**src/rtl/booth_multiplier_8bit.sv**
```systemverilog
// Sequential signed 8x8 radix-2 Booth multiplier.
// One Booth step per clock through a shared 8-bit adder/subtractor.
// A 16-bit two's-complement product is delivered 9 cycles after an accepted start.

// 8-bit adder/subtractor: S = A + B when sel=0, S = A - B when sel=1.
// cout is the raw carry out of A + (B ^ {8{sel}}) + sel.
module adder_subtractor_8bit (
  input  logic [7:0] A,
  input  logic [7:0] B,
  input  logic       sel,
  output logic [7:0] S,
  output logic       cout
);

  logic [7:0] b_eff;
  logic [8:0] sum;

  assign b_eff = B ^ {8{sel}};
  assign sum   = {1'b0, A} + {1'b0, b_eff} + {8'd0, sel};
  assign S     = sum[7:0];
  assign cout  = sum[8];

endmodule

module booth_multiplier_8bit (
  input  logic        clk,
  input  logic        rst,
  input  logic        start,
  input  logic [7:0]  multiplicand,
  input  logic [7:0]  multiplier,
  output logic        busy,
  output logic        done,
  output logic [15:0] product
);

  typedef enum logic [1:0] {
    IDLE = 2'd0,
    CALC = 2'd1,
    DONE = 2'd2
  } state_t;

  // Architectural state.
  state_t      state_q, state_d;
  logic [7:0]  acc_q,   acc_d;
  logic [7:0]  q_q,     q_d;
  logic        q1_q,    q1_d;
  logic [7:0]  m_q,     m_d;
  logic [3:0]  cnt_q,   cnt_d;
  logic        busy_q,  busy_d;
  logic        done_q,  done_d;
  logic [15:0] product_q, product_d;

  // Booth step datapath.
  logic [1:0]  booth_pair;
  logic        add_en;
  logic        adder_sel;
  logic [7:0]  adder_s;
  logic        adder_cout;
  logic [7:0]  r_val;
  logic        shift_in;
  logic [7:0]  acc_sh;
  logic [7:0]  q_sh;
  logic        q1_sh;

  // Pair {Q[0],Q_1}: 10 -> subtract M, 01 -> add M, 00/11 -> pass ACC.
  assign booth_pair = {q_q[0], q1_q};
  assign add_en     = q_q[0] ^ q1_q;
  assign adder_sel  = (booth_pair == 2'b10);

  adder_subtractor_8bit u_addsub (
    .A    (acc_q),
    .B    (m_q),
    .sel  (adder_sel),
    .S    (adder_s),
    .cout (adder_cout)
  );

  // Select the step result and form the arithmetic right shift of {R,Q,Q_1}.
  always_comb begin
    if (add_en) begin
      r_val = adder_s;
      // Ninth bit of the sign-extended sum, so M=-128 cannot overflow the shift.
      shift_in = m_q[7] ^ adder_sel ^ acc_q[7] ^ adder_cout;
    end else begin
      r_val    = acc_q;
      shift_in = acc_q[7];
    end
    acc_sh = {shift_in, r_val[7:1]};
    q_sh   = {r_val[0], q_q[7:1]};
    q1_sh  = q_q[0];
  end

  // Next-state and next-output logic for the IDLE/CALC/DONE sequencer.
  always_comb begin
    // NOTE: every target gets a default first so no path leaves it unassigned
    // (an unassigned path in combinational logic infers a latch).
    state_d   = state_q;
    acc_d     = acc_q;
    q_d       = q_q;
    q1_d      = q1_q;
    m_d       = m_q;
    cnt_d     = cnt_q;
    busy_d    = 1'b0;
    done_d    = 1'b0;
    product_d = product_q;

    unique case (state_q)
      IDLE, DONE: begin
        if (start) begin
          m_d     = multiplicand;
          q_d     = multiplier;
          acc_d   = 8'd0;
          q1_d    = 1'b0;
          cnt_d   = 4'd0;
          busy_d  = 1'b1;
          state_d = CALC;
        end else begin
          state_d = IDLE;
        end
      end

      CALC: begin
        acc_d = acc_sh;
        q_d   = q_sh;
        q1_d  = q1_sh;
        cnt_d = cnt_q + 4'd1;
        if (cnt_q == 4'd7) begin
          product_d = {acc_sh, q_sh};
          done_d    = 1'b1;
          state_d   = DONE;
        end else begin
          busy_d = 1'b1;
        end
      end

      default: begin
        state_d = IDLE;
      end
    endcase
  end

  // State and output registers with synchronous active-high reset.
  always_ff @(posedge clk) begin
    // NOTE: sequential state uses non-blocking assignments so every flop
    // samples pre-edge values regardless of statement order.
    if (rst) begin
      state_q   <= IDLE;
      acc_q     <= 8'd0;
      q_q       <= 8'd0;
      q1_q      <= 1'b0;
      m_q       <= 8'd0;
      cnt_q     <= 4'd0;
      busy_q    <= 1'b0;
      done_q    <= 1'b0;
      product_q <= 16'h0000;
    end else begin
      state_q   <= state_d;
      acc_q     <= acc_d;
      q_q       <= q_d;
      q1_q      <= q1_d;
      m_q       <= m_d;
      cnt_q     <= cnt_d;
      busy_q    <= busy_d;
      done_q    <= done_d;
      product_q <= product_d;
    end
  end

  assign busy    = busy_q;
  assign done    = done_q;
  assign product = product_q;

endmodule
```
**config.mk**
```make
export PLATFORM = sky130hd
export DESIGN_NAME = booth_multiplier_8bit
export DESIGN_NICKNAME = d
export VERILOG_FILES = /design/src/rtl/booth_multiplier_8bit.sv
export SDC_FILE = /design/constraint.sdc
export NUM_CORES = 1
export LEC_CHECK = 0
export BUFFER_PORTS_ARGS = -buffer_cell sky130_fd_sc_hd__clkbuf_2
export CAP_MARGIN = 20
export CORE_MARGIN = 2
export CORE_UTILIZATION = 50
export CTS_BUF_LIST = sky130_fd_sc_hd__clkbuf_4 sky130_fd_sc_hd__clkbuf_8 sky130_fd_sc_hd__clkbuf_16
export CTS_CLUSTER_SIZE = 8
export DETAILED_ROUTE_END_ITERATION = 7
export HOLD_SLACK_MARGIN = 0.05
export PLACE_DENSITY = 0.84
export SETUP_SLACK_MARGIN = 0.1
export SLEW_MARGIN = 25
export SYNTH_ARGS = -nofsm -noshare
export SYNTH_HDL_FRONTEND = slang
export SYNTH_HIERARCHICAL = 1
export SYNTH_SLANG_ARGS = --single-unit
```
**constraint.sdc**
```tcl
create_clock -name clk -period 3.9 [get_ports clk]
set_input_delay 0.78 -clock clk [delete_from_list [all_inputs] [get_ports clk]]
set_output_delay 0.78 -clock clk [all_outputs]
set_load 0.02 [all_outputs]
```
# Word-level counts from Yosys, hierarchy flattened
# Cells that the tools add are included.
# word_totals
reg_bits	49
out_inout_bits	18
inputBits	19
word_cells	48
# classes
n_bitwise	6
eq_ne	6
reduce_logical	7
mux	17
n_addsub	3
# ops
cell	n
8-bit case mux with 2 select lines	2
8-bit two-way mux	3
8-bit by 8-bit adder with 9-bit output	1
9-bit by 1-bit adder with 9-bit output	1
4-bit case mux with 2 select lines	1
8-bit bitwise XOR	1
1-bit two-way mux	6
2-bit AND reduction	3
4-bit by 1-bit adder with 4-bit output (second input constant)	1
2-bit equality test (second input constant)	2
4-bit by 3-bit equality test with 1-bit output (second input constant)	1
4-bit two-way mux	1
2-bit inequality test (second input constant)	2
1-bit case mux with 2 select lines	2
2-bit case mux with 2 select lines	1
2-bit OR reduction	2
1-bit bitwise XOR	4
2-bit by 1-bit equality test with 1-bit output (second input constant)	1
2-bit logical NOT	1
2-bit two-way mux	1
2-bit nonzero test	1
1-bit inverter	1

# Depth between registers and ports, before layout
# logic_depth
ltp_word	7
mapped_depth	14
mapped_depth_nobuf	13

# By module
# Netlist, hierarchy kept.
# modules_own_cells
module	seq_area_each_um2	area_per_inst_um2	cells_each	n_inst
booth_multiplier_8bit	980.9	1851.8	187	1
adder_subtractor_8bit	0.0	397.9	48	1

# Worst setup path after synthesis
# Ideal clock, no wire load.
# synth_path
path_type	register -> register
start	register q1_q
end	register acc_q[7]
setup_time_ns	0.070
stages_incl_launch_ff	13
required_time_ns	3.830
period_less_slack_ns	2.761
n_path_buf	1
t_arrival_ns	2.691
slack_ns	1.139
cell_sequence	dfxtp_1 > inv_1 > ha_1 > buf_6 > xor2_1 > ha_1 > nor2b_1 > o31a_1 > o31a_1 > o22a_1 > xnor3_1 > or4_1 > a21oi_1
# synth_via
elab_chain_len	7
word_cells_on_any_way	10
classes_between	add/sub: 2; eq/ne: 1; mux: 2; bitwise: 5
# synth_rtl
element	line_no	rtl
start: declaration	46	logic q1_q, q1_d;
start signal: assignment	160	q1_q <= q1_d;
2-bit equality test *	68	assign adder_sel = (booth_pair == 2'b10);
via adder_sel	56	logic adder_sel;
8-bit bitwise XOR	18	assign b_eff = B ^ {8{sel}};
8-bit by 8-bit adder with 9-bit output	19	assign sum = {1'b0, A} + {1'b0, b_eff} + {8'd0, sel};
9-bit by 1-bit adder with 9-bit output *	19	
via adder_cout	58	logic adder_cout;
1-bit bitwise XOR *	83	shift_in = m_q[7] ^ adder_sel ^ acc_q[7] ^ adder_cout;
1-bit two-way mux *	80	if (add_en) begin
8-bit case mux with 2 select lines *	107	unique case (state_q)
end signal: assignment	148	acc_q <= 8'd0;
end signal: assignment	158	acc_q <= acc_d;
end: declaration	44	logic [7:0] acc_q, acc_d;
# Mark *: on every way through the listed nets, which the timed path passes. The rest lies on a longest branch.
# A chain may end at the register's enable or synchronous reset.

# Final worst setup path
# Same ends and word-level chain as after synthesis.

==> flow_summary_export.csv <==
group,metric,value,unit
synth,async_flop_share,0,
worst_setup_path,critPathCaptureType,"register",
grt,grt_pass1_wl,7820,µm
synth,synth_area_leaders,"dfxtp_1 44%, a22o_1 5.5%, a22oi_1 5.3%",
clock_network,clock_latency,0.31,ns
detailed_routing,vias,1808,
synth,synth_edf_count,0,
final_layout,drive_above_1_share,0.228,
floorplan,die_area,5050,µm²
worst_setup_path,worst_ep_arrival_time,3.36,ns
final_layout,antennaDiodeCount,0,
grt,grt_util_met3,0.0413,
final_layout,final_util,0.575,
worst_setup_path,slowest_stage,"ha_1",
power,total_power,963,µW
clock_network,cts_buffer_depth,2,
worst_setup_path,r2r-start,"q1_q",
sta,drv_slew,0,
floorplan,die_h,71.1,µm
floorplan,core,4350,µm²
detailed_routing,drc,0,
synth,yosysSeqAreaShare,0.436,
synth,yosysTopAreaCell,"dfxtp_1",
grt,met2_usage,0.326,
sta,fin_setup_tns,0,ns
worst_setup_path,reg2reg_depth,12,
detailed_routing,wl,4700,µm
worst_setup_path,critical_path.max_stage_delay,0.48,ns
synth,ys_types,45,
clock_network,cts_resized,0,
final_layout,fill_cells,368,
power,power_density,384,nW/µm²
detailed_routing,ant_nets,0,
power,irDropWorstVdd,200,µV
clock_network,cts_made_buffers,5,
synth,syn_avg_cell_area,9.57,µm²
min_path,min-delay-start,"m_q[4]",
floorplan,die_w,71.1,µm
floorplan,initial_utilization,0.517,
placement,place.gp.congestion,0.934,
clock_network,clkSinkCount,49,
sta,worstMarginPinSlew,0.783,ns
grt,grt_usage,0.194,
sta,max-slew-margin-rel,0.477,
synth,synth_ff_type,"dfxtp_1",
worst_setup_path,path_delay_family,"adder cells",
detailed_routing,drt_iter0_markers,146,
worst_setup_path,r2r_setup_slack,0.76,ns
placement,place_ws,0.814,ns
grt,grt_start_max_net_pins,35,
run,maxCapViolations,0,
worst_setup_path,crit_buf_inv,2,
clock_network,cts-root-buf,"clkbuf_8",
worst_setup_path,path_cells,"inv_1 -> ha_1 -> xor2_1 -> inv_1 -> fa_1 -> nor2b_1 -> o31a_1 -> o31a_1 -> o22a_1 -> xnor3_1 -> or4_1 -> a21oi_1",
grt,grtUsageMet1,0.238,
run_status,run_status,"completed",
sta,finalSetupViolCount,0,
final_layout,nets,295,
floorplan,rows,24,
sta,final_hold_viol_count,0,
synth,syn_area,2250,µm²
detailed_routing,routed_via_density,5.67,
clock_network,tritoncts,"yes",
final_layout,final_common_cell,"dfxtp_1",
synth,synth_nets,264,
worst_setup_path,crit_path_max_fanout,9,
worst_setup_path,path_class,"register to register",
worst_setup_path,worstSetupStartpointType,"register",
min_path,min_to,"m_q[4]",
placement,dp_hpwl,3260,µm
synth,yosys_warnings,6,
detailed_routing,wl_per_cell,14.7,µm
placement,io_buffers,36,
grt,antenna_found_initial,0,
sta,layout_setup_ws,0.759,ns
grt,grt_pass1_vias,1715,
sta,clock.fmax,0.318,GHz
worst_setup_path,rr_endpoint,"acc_q[7]",
synth,synth-seq-cells,49,
clock_network,clkTransAtPathRegs,0.09,ns
sta,fin_skew,0.0120,ns
power,p_leak,1.12,nW
synth,syn_inst,235,
clock_network,h-tree-depth,2,
final_layout,area_growth_syn_to_layout,11.3,%
sta,fin_crit_sh,0.805,
worst_setup_path,cp_data_required_time,4.12,ns
clock_network,postCtsSetupBuffers,0,
synth,synth_top_area_frac,0.436,
clock_network,postCtsHoldBufs,0,
detailed_routing,first_pass_iters,4,
min_path,hold_path_class,"register to register",
sta,rsz0062_at_grt,"false",
final_layout,mostFrequentLayoutCells,"49 x dfxtp_1, 36 x clkbuf_2, 25 x nand2_1",
grt,overflow,0,
min_path,hold_depth,2,
floorplan,ios,37,
sta,post-route-min-period,3.14,ns
grt,top_usage_layer,"met2",
report_power, final:
part	switching, mW	total, mW	internal [mW]
combinational	0.0746	0.125	0.0506
sequential	0.0119	0.527	0.515
clock	0.181	0.310	0.130
total	0.267	0.963	0.696
how the worst max path moves through the flow:
stage | slack (ns) | cells after the start | start | endpoint
after floorplan | 1.14 | 12 | q1_q | acc_q[7]
after global placement | 0.91 | 11 | q_q[0] | acc_q[7]
after detailed placement | 0.81 | 11 | q_q[0] | acc_q[7]
after CTS | 0.78 | 12 | q1_q | acc_q[7]
after global routing | 0.52 | 11 | q_q[0] | acc_q[7]
final | 0.76 | 12 | q1_q | acc_q[7]
per-layer routing:
| metal | wire, µm | share of wire | vias up |
|---|---|---|---|
| li1 | - | - | 891 |
| met1 | 2020 | 0.43 | 841 |
| met2 | 2310 | 0.49 | 66 |
| met3 | 270 | 0.057 | 10 |
| met4 | 99 | 0.021 | 0 |
| met5 | 0 | 0 | - |
tightest hold or removal path, stage by stage (launching register included):
cell,delay [ns]
dfxtp_1,0.33
nand2_1,0.05
a21oi_1,0.05
synth_stat cells, types with 2 or more instances:
cell type / count
buf_2: 4
buf_6: 3
a21oi_1: 21
a22o_1: 14
or2_2: 2
inv_1: 7
o31a_1: 2
clkbuf_1: 2
nor2b_1: 2
nand2_1: 25
dfxtp_1: 49
nor2_1: 24
xor2_1: 9
mux2_2: 8
buf_4: 3
nand2b_1: 2
xnor2_1: 4
ha_1: 9
nand3b_1: 2
a22oi_1: 16
o21ai_0: 3
final cells by class:
cell class / count / area, µm² / area share
Inverter: 8 / 31.3 / 0.0125
Clock buffer: 5 / 68.8 / 0.0275
Tap cell: 52 / 65.1 / 0.0260
Multi-Input combinational cell: 164 / 1140 / 0.454
Timing Repair Buffer: 38 / 195 / 0.0780
Clock inverter: 3 / 25.0 / 0.0100
Sequential cell: 49 / 981 / 0.392
stage by stage:
stage                     hold slack [ns]  cell area [µm²]  std cells
final                               0.476             2500        319
after global routing                0.499             2500        319
after CTS                           0.477             2500        319
after detailed placement            0.462             2410        311
after global placement              0.458             2410        311
after floorplan                     0.448             2250        235
state kept, by name, indices dropped and copies added, names as in the netlist:
name,count
m_q,8
acc_q,8
busy,1
q_q,8
cnt_q,4
q1_q,1
product,16
state_q,2
done,1
cells by family (layout without fill, tap and decap cells):
group / count (synthesis) / after routing / synth area share
mux: 10 / 10 / 0.0506
xor+xnor: 14 / 14 / 0.0606
compound gates: 67 / 67 / 0.211
simple gates: 63 / 63 / 0.124
buf+inv: 22 / 54 / 0.0584
fa+ha+maj: 10 / 10 / 0.0590
flops: 49 / 49 / 0.436
Note: power is estimated with default switching activity, not from simulation.
